`src/rtl/jtframe_sdram_arb_pkg.sv`:
```
// Shared definitions for the four-port SDRAM bank arbiter.
// Covers the state encoding, the port count and owner width, and a one-hot decoder.
package jtframe_sdram_arb_pkg;

    localparam int NPORTS = 4;
    localparam int OWNW   = 2;

    typedef enum logic [1:0] {
        ST_IDLE = 2'd0,
        ST_REQ  = 2'd1,
        ST_DATA = 2'd2
    } arb_state_e;

    function automatic logic [OWNW-1:0] oh2idx(input logic [NPORTS-1:0] oh);
        logic [OWNW-1:0] idx;
        idx = '0;
        for (int i = 0; i < NPORTS; i++) begin
            if (oh[i]) idx = OWNW'(i);
        end
        return idx;
    endfunction

endpackage

```
`src/rtl/jtframe_rr_pick.sv`:
```
// Combinational 4-way rotating-priority picker.
// The search starts one past the pointer and ends on the pointer itself.
module jtframe_rr_pick
    import jtframe_sdram_arb_pkg::*;
(
    input  logic [NPORTS-1:0] pending_i,
    input  logic [NPORTS-1:0] mask_i,
    input  logic [OWNW-1:0]   ptr_i,
    output logic [NPORTS-1:0] grant_o,
    output logic              valid_o
);

    logic [NPORTS-1:0] eff;
    logic [OWNW-1:0]   idx;
    logic              found;

    always_comb begin
        eff     = pending_i & ~mask_i;
        grant_o = '0;
        found   = 1'b0;
        idx     = '0;
        // k == NPORTS wraps back onto the pointer, so the last owner is tried last.
        for (int k = 1; k <= NPORTS; k++) begin
            idx = ptr_i + OWNW'(k);
            if (!found && eff[idx]) begin
                grant_o[idx] = 1'b1;
                found        = 1'b1;
            end
        end
        valid_o = found;
    end

endmodule

```
`src/rtl/jtframe_sdram_rr_arb.sv`:
```
// Shares one SDRAM bank port between four slot managers, using rotating priority.
// Port 0 can optionally take fixed priority; a starvation limit bounds how long it can hold the bank.
module jtframe_sdram_rr_arb
    import jtframe_sdram_arb_pkg::*;
#(
    parameter int SDRAMW = 22,
    parameter bit PRIO0  = 1'b1,
    parameter int STARVE = 15
)(
    input  logic                  clk,
    input  logic                  rst_n,
    input  logic [3:0]            req_rd,
    input  logic [3:0]            req_wr,
    input  logic [4*SDRAMW-1:0]   req_addr,
    input  logic [63:0]           req_din,
    input  logic [7:0]            req_wrmask,
    output logic [3:0]            req_ack,
    output logic [3:0]            req_dst,
    output logic [3:0]            req_rdy,
    output logic [1:0]            owner,
    output logic                  busy,
    output logic                  sdram_rd,
    output logic                  sdram_wr,
    output logic [SDRAMW-1:0]     sdram_addr,
    output logic [15:0]           data_write,
    output logic [1:0]            sdram_wrmask,
    input  logic                  sdram_ack,
    input  logic                  data_dst,
    input  logic                  data_rdy,
    output arb_state_e            dbg_state_o
);

    localparam logic [3:0] STARVE_W = 4'(STARVE);

    arb_state_e        state_q;
    logic [OWNW-1:0]   owner_q;
    logic              rd_q, wr_q;
    logic [SDRAMW-1:0] addr_q;
    logic [15:0]       dout_q;
    logic [1:0]        mask_q;
    logic [3:0]        starve_q, starve_d;

    logic [3:0]        pend, own_mask, rr_mask, rr_gnt, win_oh;
    logic              rr_vld, win_vld, starved, oth_pend, arb_now, win_wr;
    logic [OWNW-1:0]   win_idx;

    always_comb begin
        pend     = req_rd | req_wr;
        oth_pend = |pend[3:1];
        starved  = (starve_q == STARVE_W) && oth_pend;
        own_mask = (state_q == ST_DATA) ? (4'b0001 << owner_q) : 4'b0000;
        rr_mask  = own_mask | ((PRIO0 && starved) ? 4'b0001 : 4'b0000);
    end

    jtframe_rr_pick u_pick (
        .pending_i (pend),
        .mask_i    (rr_mask),
        .ptr_i     (owner_q),
        .grant_o   (rr_gnt),
        .valid_o   (rr_vld)
    );

    // Port 0 priority looks at raw pending, so a port 0 that keeps requesting is re-granted back to back.
    always_comb begin
        if (PRIO0 && pend[0] && !starved) begin
            win_oh  = 4'b0001;
            win_vld = 1'b1;
        end else begin
            win_oh  = rr_gnt;
            win_vld = rr_vld;
        end
        win_idx = oh2idx(win_oh);
        win_wr  = req_wr[win_idx];
        arb_now = (state_q == ST_DATA) ? data_rdy : (state_q != ST_REQ);

        starve_d = starve_q;
        if (!oth_pend) begin
            starve_d = 4'd0;
        end else if (arb_now && win_vld) begin
            if (win_idx == 2'd0)
                starve_d = (starve_q == STARVE_W) ? starve_q : starve_q + 4'd1;
            else
                starve_d = 4'd0;
        end
    end

    always_ff @(posedge clk) begin
        if (!rst_n) begin
            state_q  <= ST_IDLE;
            owner_q  <= 2'd3;
            rd_q     <= 1'b0;
            wr_q     <= 1'b0;
            addr_q   <= '0;
            dout_q   <= '0;
            mask_q   <= 2'b11;
            starve_q <= 4'd0;
        end else begin
            starve_q <= starve_d;
            case (state_q)
                ST_REQ: begin
                    if (sdram_ack) begin
                        rd_q    <= 1'b0;
                        wr_q    <= 1'b0;
                        state_q <= ST_DATA;
                    end
                end
                default: begin
                    if (arb_now) begin
                        if (win_vld) begin
                            owner_q <= win_idx;
                            rd_q    <= !win_wr;
                            wr_q    <= win_wr;
                            addr_q  <= req_addr[win_idx*SDRAMW +: SDRAMW];
                            dout_q  <= req_din[win_idx*16 +: 16];
                            mask_q  <= win_wr ? req_wrmask[win_idx*2 +: 2] : 2'b11;
                            state_q <= ST_REQ;
                        end else begin
                            state_q <= ST_IDLE;
                        end
                    end
                end
            endcase
        end
    end

    // Controller strobes reach only the current owner, and only in the state that expects them.
    assign req_ack = (sdram_ack && state_q == ST_REQ)  ? (4'b0001 << owner_q) : 4'b0000;
    assign req_dst = (data_dst  && state_q == ST_DATA) ? (4'b0001 << owner_q) : 4'b0000;
    assign req_rdy = (data_rdy  && state_q == ST_DATA) ? (4'b0001 << owner_q) : 4'b0000;

    assign owner        = owner_q;
    assign busy         = (state_q != ST_IDLE);
    assign sdram_rd     = rd_q;
    assign sdram_wr     = wr_q;
    assign sdram_addr   = addr_q;
    assign data_write   = dout_q;
    assign sdram_wrmask = mask_q;
    assign dbg_state_o  = state_q;

endmodule

```
`config.mk`:
```
export PLATFORM = sky130hd
export DESIGN_NAME = jtframe_sdram_rr_arb
export DESIGN_NICKNAME = d
export VERILOG_FILES = /design/src/rtl/jtframe_sdram_arb_pkg.sv /design/src/rtl/jtframe_rr_pick.sv /design/src/rtl/jtframe_sdram_rr_arb.sv
export SDC_FILE = /design/constraint.sdc
export NUM_CORES = 1
export LEC_CHECK = 0
export ABC_CLOCK_PERIOD_IN_PS = 6850
export CAP_MARGIN = 20
export CORE_ASPECT_RATIO = 1.5
export CORE_MARGIN = 8
export CORE_UTILIZATION = 25
export CTS_CLUSTER_DIAMETER = 50
export DETAILED_ROUTE_END_ITERATION = 10
export MAX_ROUTING_LAYER = met4
export PLACE_DENSITY = 0.6
export SYNTH_ARGS = -nofsm -noshare
export SYNTH_HDL_FRONTEND = slang
export SYNTH_HIERARCHICAL = 1
export SYNTH_SLANG_ARGS = --single-unit
```
`constraint.sdc`:
```
create_clock -name clk -period 6.85 [get_ports clk]
set_clock_uncertainty 0.2 [all_clocks]
set_input_delay 1.37 -clock clk [delete_from_list [all_inputs] [get_ports clk]]
set_output_delay 1.37 -clock clk [all_outputs]
set_load 0.02 [all_outputs]
```
---- After elaboration in Yosys (flattened, before gate mapping) ----
Index checks and enable logic that the tools add are counted.
cells by class
  add/sub/neg operators ................... 4
  $mul .................................... 1
  divide/modulo/power cells ............... 0
  order comparisons ....................... 9
  equality and inequality tests ........... 6
  shifts and indexed selects .............. 4
  mux-type cells .......................... 51
  bitwise logic cells ..................... 8
  reductions and logical operators ........ 28
operator list
  cell                                                 number
  indexed part select 88 x 8 -> 22 bit                 1
  indexed part select 64 x 7 -> 16 bit                 1
  2-to-1 mux 4 bit                                     11
  2-to-1 mux 1 bit                                     25
  bitwise OR 4 bit                                     4
  < comparator 2 x 3 -> 1 bit, second input constant   5
  logical AND 1 bit                                    13
  2-to-1 mux 2 bit                                     6
  binary-select mux 1 bit (select 2 bit)               5
  demux 1 bit (select 2 bit)                           4
  >= comparator 2 x 1 -> 1 bit, second input constant  4
  indexed part select 8 x 4 -> 2 bit                   1
  multiplier 2 x 4 -> 6 bit, second input constant     1
  AND reduction 2 bit                                  3
  AND reduction 3 bit                                  2
  nonzero test 2 bit                                   3
  logical NOT 1 bit                                    5
  adder 2 bit, second input constant                   2
  adder 4 x 1 -> 4 bit, second input constant          1
  AND 4 bit                                            1
  == test 4 bit, second input constant                 1
  != test 2 bit, second input constant                 2
  NOT 4 bit                                            1
  bitwise OR 4 x 1 -> 4 bit                            1
  other kinds (8)                                      8
word-level totals
  register bits ........................... 50
  bits in latches ......................... 0
  RAM bits ................................ 0
  bits in read-only memories .............. 0
  input bits .............................. 173
  output and inout port bits .............. 59
  logic and storage cells ................. 119
  memories ................................ 0

---- Logic depth before layout (Yosys ltp) ----
Gate-level depths: netlist (run 1).
  depth after elaboration ................. 29
  mapped depth ............................ 16

---- Hierarchy ----
Netlist (run 1), hierarchy kept.
by module, submodules not included
  module                instances  cells each  area each (sq um)
  jtframe_sdram_rr_arb  1          381         3125.5
  jtframe_rr_pick       1          49          417.9

---- Worst setup path after synthesis (run 1) ----
OpenSTA, ideal clock, no wires.
  kind .................................... input to register
  from .................................... input req_rd[2]
  to ...................................... register dout_q[10], in the netlist data_write[10]
  arrival time ............................ 4491 ps
  path slack .............................. 2041 ps
  stages on the path ...................... 14
  path buffers ............................ 3
  cell sequence ........................... nor4_4 > a21o_4 > or2b_1 > nand2b_1 > mux4_2 > and3_1 > a221o_1 > clkbuf_1 > nor2_1 > o211ai_2 > buf_6 > buf_8 > o22a_1 > a32o_1
between the ends
  elaborated cells on any way between the ends .. 41
  classes of those cells .................. 1 x shift; 22 x mux; 7 x bitwise; 11 x reduce/logical
RTL lines
  item                                      line                         source
  start, declared                           jtframe_sdram_rr_arb.sv:12   input logic [3:0] req_rd,
  bitwise OR 4 bit (*)                      jtframe_sdram_rr_arb.sv:48   pend = req_rd | req_wr;
  OR reduction 3 bit (*)                    jtframe_sdram_rr_arb.sv:49   oth_pend = |pend[3:1];
  logical AND 1 bit (*)                     jtframe_sdram_rr_arb.sv:50   starved = (starve_q == STARVE_W) && oth_pend;
  2-to-1 mux 1 bit (*)                      jtframe_sdram_rr_arb.sv:52   rr_mask = own_mask | ((PRIO0 && starved) ? 4'b0001 : 4'b0000);
  bitwise OR 4 x 1 -> 4 bit (*)             jtframe_sdram_rr_arb.sv:52
  via rr_mask[0]                            jtframe_sdram_rr_arb.sv:43   logic [3:0] pend, own_mask, rr_mask, rr_gnt, win_oh;
  NOT 4 bit (*)                             jtframe_rr_pick.sv:18        eff = pending_i & ~mask_i;
  AND 4 bit (*)                             jtframe_rr_pick.sv:18
  [... 8 more ...]                          --
  2-to-1 mux 1 bit                          jtframe_rr_pick.sv:25        if (!found && eff[idx]) begin
  logical NOT 1 bit                         jtframe_rr_pick.sv:25
  logical AND 1 bit                         jtframe_rr_pick.sv:25
  2-to-1 mux 4 bit (*)                      jtframe_rr_pick.sv:25
  via rr_gnt[3]                             jtframe_sdram_rr_arb.sv:43
  2-to-1 mux 4 bit (*)                      jtframe_sdram_rr_arb.sv:65   if (PRIO0 && pend[0] && !starved) begin
  2-to-1 mux 2 bit (*)                      jtframe_sdram_arb_pkg.sv:18  if (oh[i]) idx = OWNW'(i);
  indexed part select 64 x 7 -> 16 bit (*)  jtframe_sdram_rr_arb.sv:114  dout_q <= req_din[win_idx*16 +: 16];
  end signal, assigned                      jtframe_sdram_rr_arb.sv:114
  end, declared                             jtframe_sdram_rr_arb.sv:39   logic [15:0] dout_q;
Mark *: on every way through the listed nets, which the timed path passes. The rest lies on a longest branch. The select of a mux whose other input is x is not followed.
A chain may end at the register's enable or synchronous reset.

---- Worst setup path after layout (run 1) ----
  from .................................... input req_wr[2]
  to ...................................... register addr_q[19], in the netlist sdram_addr[19]
between the ends
  elaborated cells on any way between the ends .. 42
  classes of those cells .................. 1 x mul; 1 x shift; 22 x mux; 7 x bitwise; 11 x reduce/logical
RTL lines
  item                                      line                         source
  start, declared                           jtframe_sdram_rr_arb.sv:13   input logic [3:0] req_wr,
  bitwise OR 4 bit (*)                      jtframe_sdram_rr_arb.sv:48
  OR reduction 3 bit (*)                    jtframe_sdram_rr_arb.sv:49
  logical AND 1 bit (*)                     jtframe_sdram_rr_arb.sv:50
  2-to-1 mux 1 bit (*)                      jtframe_sdram_rr_arb.sv:52
  bitwise OR 4 x 1 -> 4 bit (*)             jtframe_sdram_rr_arb.sv:52
  via rr_mask[0]                            jtframe_sdram_rr_arb.sv:43
  NOT 4 bit (*)                             jtframe_rr_pick.sv:18
  AND 4 bit (*)                             jtframe_rr_pick.sv:18
  [... 9 more ...]                          --
  logical NOT 1 bit                         jtframe_rr_pick.sv:25
  logical AND 1 bit                         jtframe_rr_pick.sv:25
  2-to-1 mux 4 bit (*)                      jtframe_rr_pick.sv:25
  via rr_gnt[3]                             jtframe_sdram_rr_arb.sv:43
  2-to-1 mux 4 bit (*)                      jtframe_sdram_rr_arb.sv:65
  2-to-1 mux 2 bit (*)                      jtframe_sdram_arb_pkg.sv:18
  multiplier 2 x 4 -> 6 bit (*)             jtframe_sdram_rr_arb.sv:113  addr_q <= req_addr[win_idx*SDRAMW +: SDRAMW];
  indexed part select 88 x 8 -> 22 bit (*)  jtframe_sdram_rr_arb.sv:113
  end signal, assigned                      jtframe_sdram_rr_arb.sv:113
  end, declared                             jtframe_sdram_rr_arb.sv:38   logic [SDRAMW-1:0] addr_q;
Marked as above.

==> flow_summary.toml, run 1 <==
[clock_tree]
holdBufCountCts = 0
numCtsBuffers = 5
cts_tree = "yes"
root_buffer = "clkbuf_16"
cts_resized = 0
clkTransAtPathRegs_ns = 0.07
htreeDepth = 2
cts.sinks = 50
post_cts_buffers = 0
max-clock-path-buffers = 2
clkLatencyLatePin_ns = 0.29

[timing]
relSlewSlack_pct = 42.8
min_period_ns = 5.68
worstMarginPinSlew_ns = 0.858
final_max_slew_viol_count = 0
post-route-period-util_pct = 83.0
setup_viol = 0
fmax_mhz = 176
holdWs_ns = 0.267
hold_viol_final = 0
grt_setup_unrepaired = "false"
tns_ns = 0

[setup_path]
critical_path_required_ns = 6.83
start_kind = "primary input"
r2r-start = "owner[1]$_SDFFE_PN1P_"
rrSetupSlack_ns = 2.34
cp_max_fo = 20
slowest_delay_ns = 0.50
critPathKind = "primary input to flip-flop"
endpoint_kind = "flip-flop"
path_cells = "clkdlybuf4s50_1 > nor4_4 > a21o_4 > or2b_1 > nand2b_1 > mux4_2 > and3_1 > a221o_1 > nor2_1 > o211ai_4 > buf_4 > o22a_1 > a32o_1"
critPathSlowestCell = "mux4_2"
cp.arrival_ns = 5.67
cp_top_family = "compound AO/OA/AOI/OAI gates"
cp_num_buf_inv = 2
r2r-end = "sdram_addr[19]$_SDFFE_PN0P_"
rr_worst_depth = 11

[flow_run]
maxCapViolCount = 0

[min_path]
min_path_type = "flip-flop to flip-flop"
hold_depth = 1
worstHoldEndpoint = "data_write[12]$_SDFFE_PN0P_"
min-delay-start = "data_write[12]$_SDFFE_PN0P_"

[floorplanning]
die-width_um = 113
die_area_sq_mm = 0.0181
core_area_sq_mm = 0.0139
start_util_pct = 25.3
boundaryPins = 232
std_cell_rows = 53
die_y_um = 161

[layout]
utilization_pct = 43.8
area_growth_pct = 73.4
final_common_cell = "clkdlybuf4s50_1"
fin_cells = 808
mostFrequentLayoutCells = "clkdlybuf4s50_1, nand2_1, dfxtp_1, nand3_1"
drive_above_1_share_pct = 5.15
fin_nets = 821

[global_route]
grt_start_max_net_pins = 39
antenna_found_initial = 1
grt_remaining_overflow = 0
grt_pass1_wl_mm = 25.0
grt_usage_pct = 18.0
first_global_vias = 4420

[drt]
via_count = 4195
wire_per_inst_um = 20.5
drcViolationCount = 0
via_per_inst = 5.19
drt-initial-drc-count = 216
drt_wl_total_mm = 16.6
drtPass1Iterations = 5
postRouteAntennaNets = 0

[yosys]
yosysWarnings = 6
synth_cells = 426
syn_area_sq_mm = 0.00350
synth_nets = 607
avgSynthCellArea_sq_um = 8.23

[place]
dp_hpwl_mm = 13.0
placedCellCount = 798
place.gp.congestion = 0.926
io_buffer_count = 231

[power]
p_int_mw = 0.772
p_leak_nw = 2.19
seq_power_share_pct = 29.8
power.density_mw_per_mm2 = 198
comb_power_share_pct = 46.5
p_sw_mw = 0.431
finalPower_mw = 1.20
clockPowerShare_pct = 23.7
ir_worst_vdd_mv = 0.113
sw_frac_of_total_pct = 35.8

[outcome]
status = "finished clean"
-- worst reg2reg max path, stage by stage (launching register included) --
cell	delay [ns]
dfxtp_1	0.66
nor3b_1	0.57
nor2b_4	0.08
mux4_2	0.52
and2_1	0.18
a221o_1	0.25
a221o_1	0.42
nor2_1	0.39
o211ai_4	0.31
buf_4	0.33
o22a_1	0.24
a32o_1	0.23
-- registers in the layout (all words and copies together) (netlist names) --
name and flops:
sdram_wr 1, starve_q 4, sdram_rd 1, data_write 16
sdram_wrmask 2, owner 2, dbg_state_o 2, sdram_addr 22
-- worst max path at each step --
stage | start | endpoint | cells after the start
final | req_wr[2] | sdram_addr[19]$_SDFFE_PN0P_ | 13
after global routing | req_wr[2] | data_write[3]$_SDFFE_PN0P_ | 13
after CTS | req_wr[2] | data_write[5]$_SDFFE_PN0P_ | 13
after detailed placement | req_wr[2] | data_write[5]$_SDFFE_PN0P_ | 13
after global placement | req_rd[2] | data_write[4]$_SDFFE_PN0P_ | 13
after floorplan | req_rd[2] | data_write[10]$_SDFFE_PN0P_ | 14
-- power groups by stage --
stage	logic (mW)	registers (mW)	clock network [mW]
2_1_floorplan	0.261	0.405	0
3_3_place_gp	0.558	0.364	0
3_5_place_dp	0.564	0.366	0
4_1_cts	0.567	0.359	0.297
5_1_grt	0.606	0.365	0.304
6_report	0.560	0.359	0.285
-- through the flow --
step / worst slack (ns) / instance area (sq um)
after floorplan: 2.06 / 3500
after global placement: 0.986 / 5910
after detailed placement: 0.856 / 5910
after CTS: 1.17 / 6070
after global routing: 1.00 / 6070
final: 1.17 / 6080
-- layout make-up --
class,count,area [sq um]
multi-input combinational,340,2310
sequential,50,1000
clock buffer,7,133
inverter,6,22.5
timing repair buffer,237,2370
antenna,2,5.00
fill,1378,7780
clock inverter,1,30.0
tap,165,206
-- layer usage --
layer,up-vias,wire length [um],GRT usage [%]
met5,-,0,-
met4,0,409,6.78
met3,19,846,3.40
met2,157,9210,33.7
met1,1983,6120,17.9
li1,2036,-,-
Note: power is estimated with default switching activity, not from simulation.
==> inputs of run 2 (changes only) <==
- ABC_CLOCK_PERIOD_IN_PS: 6850 -> 4700
- PLACE_DENSITY: 0.6 -> 0.62
- clock period: 6.85 -> 4.7 ns (I/O delays scaled with it)
==> flow_summary.toml, run 2 (synthesis results as in run 1) <==
[outcome]
status = "finished clean"

[power]
power.density_mw_per_mm2 = 283
ir_worst_vdd_mv = 0.161
p_leak_nw = 2.36

[global_route]
grt.busiest_layer = "met2"
grt_usage_pct = 18.3
use_met1_pct = 19.7
grt_remaining_overflow = 0
grt_pass1_wl_mm = 25.7
antenna_found_initial = 3
use_met3_pct = 3.18
grt_use_met2_pct = 33.3
first_global_vias = 4519
grt_start_max_net_pins = 39

[timing]
grt_setup_unrepaired = "false"
worstMarginPinSlew_ns = 0.682
holdWs_ns = 0.265
hold_viol_final = 0
setup_viol = 0
min_period_ns = 4.54
fin_ws_ns = 0.164
final_max_slew_viol_count = 0
fmax_mhz = 220
relSlewSlack_pct = 54.5
post-route-period-util_pct = 96.5

[setup_path]
endpoint_kind = "flip-flop"
cp_max_fo = 21
critical_path_required_ns = 4.69
cp.arrival_ns = 4.53
r2r-start = "owner[0]$_SDFFE_PN1P_"
crit_start = "req_wr[2]"
critPathKind = "primary input to flip-flop"
start_kind = "primary input"

[min_path]
min-delay-start = "sdram_addr[7]$_SDFFE_PN0P_"
min_path_type = "flip-flop to flip-flop"

[layout]
mostFrequentLayoutCells = "clkdlybuf4s50_1, nand2_1, dfxtp_1, nand3_1"
final_area_sq_mm = 0.00638
fin_cells = 837
area_growth_pct = 82.1
fin_nets = 849
largest_reg_flops = 22
drive_above_1_share_pct = 9.88
final_common_cell = "clkdlybuf4s50_1"

[clock_tree]
root_buffer = "clkbuf_16"
holdBufCountCts = 0
numCtsBuffers = 5
cts.sinks = 50
clkLatencyLatePin_ns = 0.29
cts_tree = "yes"
clkTransAtPathRegs_ns = 0.07
max-clock-path-buffers = 2
htreeDepth = 2

[drt]
drtPass1Iterations = 5
drt-initial-drc-count = 308
drt_wl_total_mm = 17.3
postRouteAntennaNets = 0
via_per_inst = 5.23
via_count = 4378
drcViolationCount = 0
wire_per_inst_um = 20.7

[floorplanning]
die_y_um = 161
std_cell_rows = 53
start_util_pct = 25.3
boundaryPins = 232
die_area_sq_mm = 0.0181
core_area_sq_mm = 0.0139
die-width_um = 113

[place]
dpl_cell_area_sq_mm = 0.00620
placedCellCount = 824
dp_hpwl_mm = 13.3
place.gp.congestion = 0.941
dp_worst_setup_slack_ns = -0.199
io_buffer_count = 231

[flow_run]
maxCapViolCount = 0
run 2: changes by cell type in the layout (fill, tap and decap cells not counted), moves of 2 or more:
cell / delta
buf_4: +20
diode_2: +2
clkbuf_1: -2
buf_12: +6
nor2_1: -2
nor2_2: +2
run 2: report_power, final:
part           total [mW]  switching [mW]  internal [mW]
clock network       0.368           0.172          0.196
logic               0.916           0.446          0.470
registers           0.524          0.0431          0.481
total                1.81           0.661           1.15
run 2: path summary, 6_finish.rpt:
check                                     end  cells past startpoint  slack [ns]
hold reg to reg    sdram_addr[7]$_SDFFE_PN0P_                      1        0.27
hold / removal     sdram_addr[7]$_SDFFE_PN0P_                      1        0.27
setup / recovery  sdram_addr[14]$_SDFFE_PN0P_                     14        0.16
setup reg to reg  sdram_addr[21]$_SDFFE_PN0P_                     13        0.57
run 2: critical path: stages:
cell,delay (ns)
clkdlybuf4s50_1,0.46
nor4_4,0.32
a21o_4,0.16
or2b_1,0.24
nand2b_1,0.16
mux4_2,0.48
and3_1,0.18
buf_4,0.14
a221o_2,0.40
nor3_4,0.25
a21oi_4,0.13
buf_16,0.20
o22a_1,0.20
a32o_1,0.24
run 2: layout make-up:
type                    count  area (sq um)
fillers                  1354          7480
repair buffers            264          2670
multi-input cells         341          2330
flip-flops and latches     50          1000
well taps                 165           206
clock buffers               5           125
inverters                   6          22.5
clock inverters             2          13.8
diodes                      4          10.0
run 2: repair_timing:
item	4_1_cts	5_1_grt
setup buffers	0	1
setup endpoints to repair	0	40
hold endpoints to repair	0	0
gates resized for setup	0	6
run 2: stage by stage:
stage,TNS (ns),util [%],power [mW]
CTS,0,45.7,1.81
global placement,-13.34,44.5,1.42
finish,0,46.1,1.81
global route,0,46.1,1.92
floorplan,0,-,0.970
detailed placement,-6.91,44.7,1.44
run 2: layer usage:
metal	vias to the layer above	part of all wire (%)
met5	-	0
met4	0	2.2
met3	19	5.1
met2	167	54
met1	2095	38
li1	2097	-
==> RTL change 1: new RTL, settings of run 2 <==
The parameter `PRIO0` goes from 1'b1 to 1'b0.
--- a/src/rtl/jtframe_sdram_rr_arb.sv
+++ b/src/rtl/jtframe_sdram_rr_arb.sv
@@ -5,5 +5,5 @@
 #(
     parameter int SDRAMW = 22,
-    parameter bit PRIO0  = 1'b1,
+    parameter bit PRIO0  = 1'b0,
     parameter int STARVE = 15
 )(
Formal check against the unedited RTL: not equivalent (a bounded check fails within 4 cycles, from zero or initial values and one cycle with rst_n low).
==> RTL change 1 against run 2 <==
  * Routed wire length down 16%
  * Total power up 58%
  * Count of clock-buffer cells in the layout up 2
  * Highest routed layer unchanged
  * Die area down 13%
  * Register-to-register slack better by 0.19 ns
  * Critical endpoint is now sdram_addr[8]$_SDFFE_PN0P_
  * Worst setup slack better by 0.35 ns
  * Cell area down 12%
  * Area after synthesis down 15%
  * Via count down 13%
  * Sequential cell count down 4
  * Global-route usage down 0.12 points
==> RTL change 1: results (changes against run 2) <==
Power and ir drop
  – Internal: 1.62 mW (+41%)
  – Lkg Pwr: 1.98 nW (-16%)
  – Sw power: 1.24 mW (+88%)
  – Max IR drop VDD: 0.225 mV (+40%)

Routing
  – First-pass DRT Iterations: 4 (-1)
  – 1st-iter DRT viols: 197 (-36%)
  – Routed vias/inst: 5.32 (+1.8%)
  – Met3 Routed Length: 728 µm (-17%)
  – Wire length on met2: 7.88 mm (-16%)

Floorplan
  – Tap Cells: 153 (-7.3%)

Timing
  – Slew margin rel.: 50.5% (-4.0 points)

Layout
  – Multi-input gates: 257 (-25%)
  – Fillers: 1,159 (-14%)
  – Post-route insts no fill: 713 (-15%)
  – N_diodes: 0 (-4)
  – Seq cells: 46 (-8.0%)
  – Share of cells above drive strength 1: 7.86% (-2.0 points)
  – NumNets Final: 739 (-13%)
  – CLK BUF: 7 (+2)
  – Invs w/o clock: 7 (+1)

Global route
  – Met2 Usage GRT: 32.9% (-0.37 points)
  – GRT met3 Usage: 3.62% (+0.44 points)
  – Largest net degree at the start of global routing: 44 (+13%)
  – First-pass GRT wire length: 22.2 mm (-14%)
  – M1 GR Usage: 19.4% (-0.28 points)
  – Vias in the first global route: 4,097 (-9.3%)

Worst setup path
  – CP top delay family: compound AO/OA/AOI/OAI gates
  – Reg2Reg Depth: 10 (-3)
  – CP Max Fanout: 38 (+81%)

Status
  – Status: completed

Yosys
  – Mapped Avg Cell Area: 8.60 µm² (+4.5%)

Placed design
  – Post-DP HPWL: 11.4 mm (-15%)
==> RTL change 1: cell types whose count changed in the layout (fill, tap and decap cells not counted), moves of 8 or more <==
cell,delta
a221oi_1,+29
a221oi_2,+9
a32o_1,-38
buf_4,-17
nand2_1,-46
nand3_1,-39
nor3b_1,-8
o221ai_1,+41
o22a_1,-38
o22ai_1,+30
==> RTL change 1: path summary, 6_finish.rpt <==
check        slack, ns                      endpoint                         start
min               0.26  sdram_wrmask[1]$_SDFFE_PN1P_  sdram_wrmask[1]$_SDFFE_PN1P_
max               0.52    sdram_addr[8]$_SDFFE_PN0P_                     req_wr[0]
max reg2reg       0.76    sdram_addr[8]$_SDFFE_PN0P_         owner[0]$_SDFFE_PN1P_
min reg2reg       0.26  sdram_wrmask[1]$_SDFFE_PN1P_  sdram_wrmask[1]$_SDFFE_PN1P_
==> RTL change 2: new RTL, flow settings as in run 2 <==
Without the edit above. Register the output `dbg_state_o` once more; this adds one clock of latency there. The other outputs are not delayed to match.
--- a/src/rtl/jtframe_sdram_rr_arb.sv
+++ b/src/rtl/jtframe_sdram_rr_arb.sv
@@ -136,5 +136,7 @@
     assign data_write   = dout_q;
     assign sdram_wrmask = mask_q;
-    assign dbg_state_o  = state_q;
+    always_ff @(posedge clk) begin
+        dbg_state_o <= state_q;
+    end
 
 endmodule
Check against the original RTL: not equivalent (Yosys sat finds a counterexample within 4 cycles, from zero or initial values and one cycle with rst_n low).
==> RTL change 2 against run 2 <==
  * Cell area fell by 0.94%
  * Sequential cell count is 2 higher
  * Worst setup slack improved by 0.048 ns
  * Routed wire length shrank 5.9%
  * Area after synthesis increased by 1.1%
  * Total power decreased by 1.7%
  * Sequential power grew 2%
  * First-iteration DRC count is 28% lower
  * Largest cell class unchanged
  * Highest routed layer unchanged
==> RTL change 2: results (changes against run 2) <==
CTS
  – Post-cts repair resize count: 0 (unchanged)
  – Number of buffers created by CTS: 5 (unchanged)

Placed design
  – Post-DP HPWL: 13.1 mm (-1.8%)
  – Place WS: -0.105 ns (+0.0944 ns)
  – DP Cell Count: 822 (-0.24%)
  – Gpl congestion: 0.870 (-7.6%)
  – Area after DPL: 0.00620 mm² (about the same)

Worst setup path
  – R2R setup slack: 0.69 ns (+0.12 ns)
  – CP Max Fanout: 12 (-43%)
  – CP max-delay cell: clkdlybuf4s50_1
  – Worst reg2reg path endpoint: sdram_addr[10]$_SDFFE_PN0P_
  – Reg2Reg Depth: 11 (-2)
  – Data arrival time of the worst path: 4.47 ns (-0.06 ns)
  – Crit path launch: req_rd[2]
  – CP max stage delay: 0.46 ns (-0.02 ns)

Min path
  – Hold depth: 0 (-1)
  – Hold EP: dbg_state_o[1]$_DFF_P_
  – Hold path start: state_q[1]$_SDFFE_PN0P_

Global route
  – GRT met3 Usage: 3.94% (+0.76 points)
  – Vias in the first global route: 4,479 (-0.89%)
  – First-pass GRT wire length: 24.7 mm (-4.0%)
  – Met2 Usage GRT: 32.9% (-0.41 points)
  – M1 GR Usage: 17.6% (-2.0 points)
  – Tot GR Track Use: 17.5% (-0.86 points)
  – Initial antenna violation count: 0 (-3)

Power and ir drop
  – Internal: 1.14 mW (-0.27%)
  – Lkg Pwr: 2.33 nW (-1.5%)
  – Max IR drop VDD: 0.172 mV (+6.3%)

Status
  – Status: completed

Routing
  – Routed vias/inst: 5.13 (-2.0%)
  – Final WL: 16.3 mm (-5.9%)
  – First-pass DRT Iterations: 4 (-1)
  – Via count: 4,239 (-3.2%)
  – 1st-iter DRT viols: 223 (-28%)

Layout
  – NumNets Final: 845 (-0.47%)
  – Max reg flops: 22 (unchanged)
  – Share of cells above drive strength 1: 8.16% (-1.7 points)
  – N_diodes: 0 (-4)

Timing
  – Slew margin rel.: 53.2% (-1.2 points)
  – Period minus WS final: 4.49 ns (-0.0481 ns)
  – Hold Slack: 0.189 ns (-0.0761 ns)

Yosys
  – Mapped Avg Cell Area: 8.28 µm² (+0.67%)
RTL change 2: worst max-delay path, delay by kind of cell:
family / cells / cell delay, ns
compound gates: 6 / 1.36
mux: 1 / 0.31
simple gates: 5 / 1.17
buf+inv: 2 / 0.67
RTL change 2: area by class of cell:
type	instances	area, µm²
fill	1383	7600
timing repair buffer	259	2620
multi-input combinational	340	2310
sequential	52	1040
tap	165	206
clock buffer	5	125
inverter	6	22.5
RTL change 2: routing by layer:
layer  routed length (µm)  vias to the layer above
li1                     -                     2079
met1                 6230                     1986
met2                 8790                      156
met3                  934                       18
met4                  327                        0
met5                    0                        -
RTL change 2: power by group through the flow:
stage	Combinational (mW)	Sequential (mW)	Clock (mW)
6_report	0.893	0.536	0.348
5_1_grt	0.963	0.544	0.382
4_1_cts	0.899	0.536	0.363
3_5_place_dp	0.897	0.546	0
3_3_place_gp	0.877	0.544	0
2_1_floorplan	0.381	0.609	0
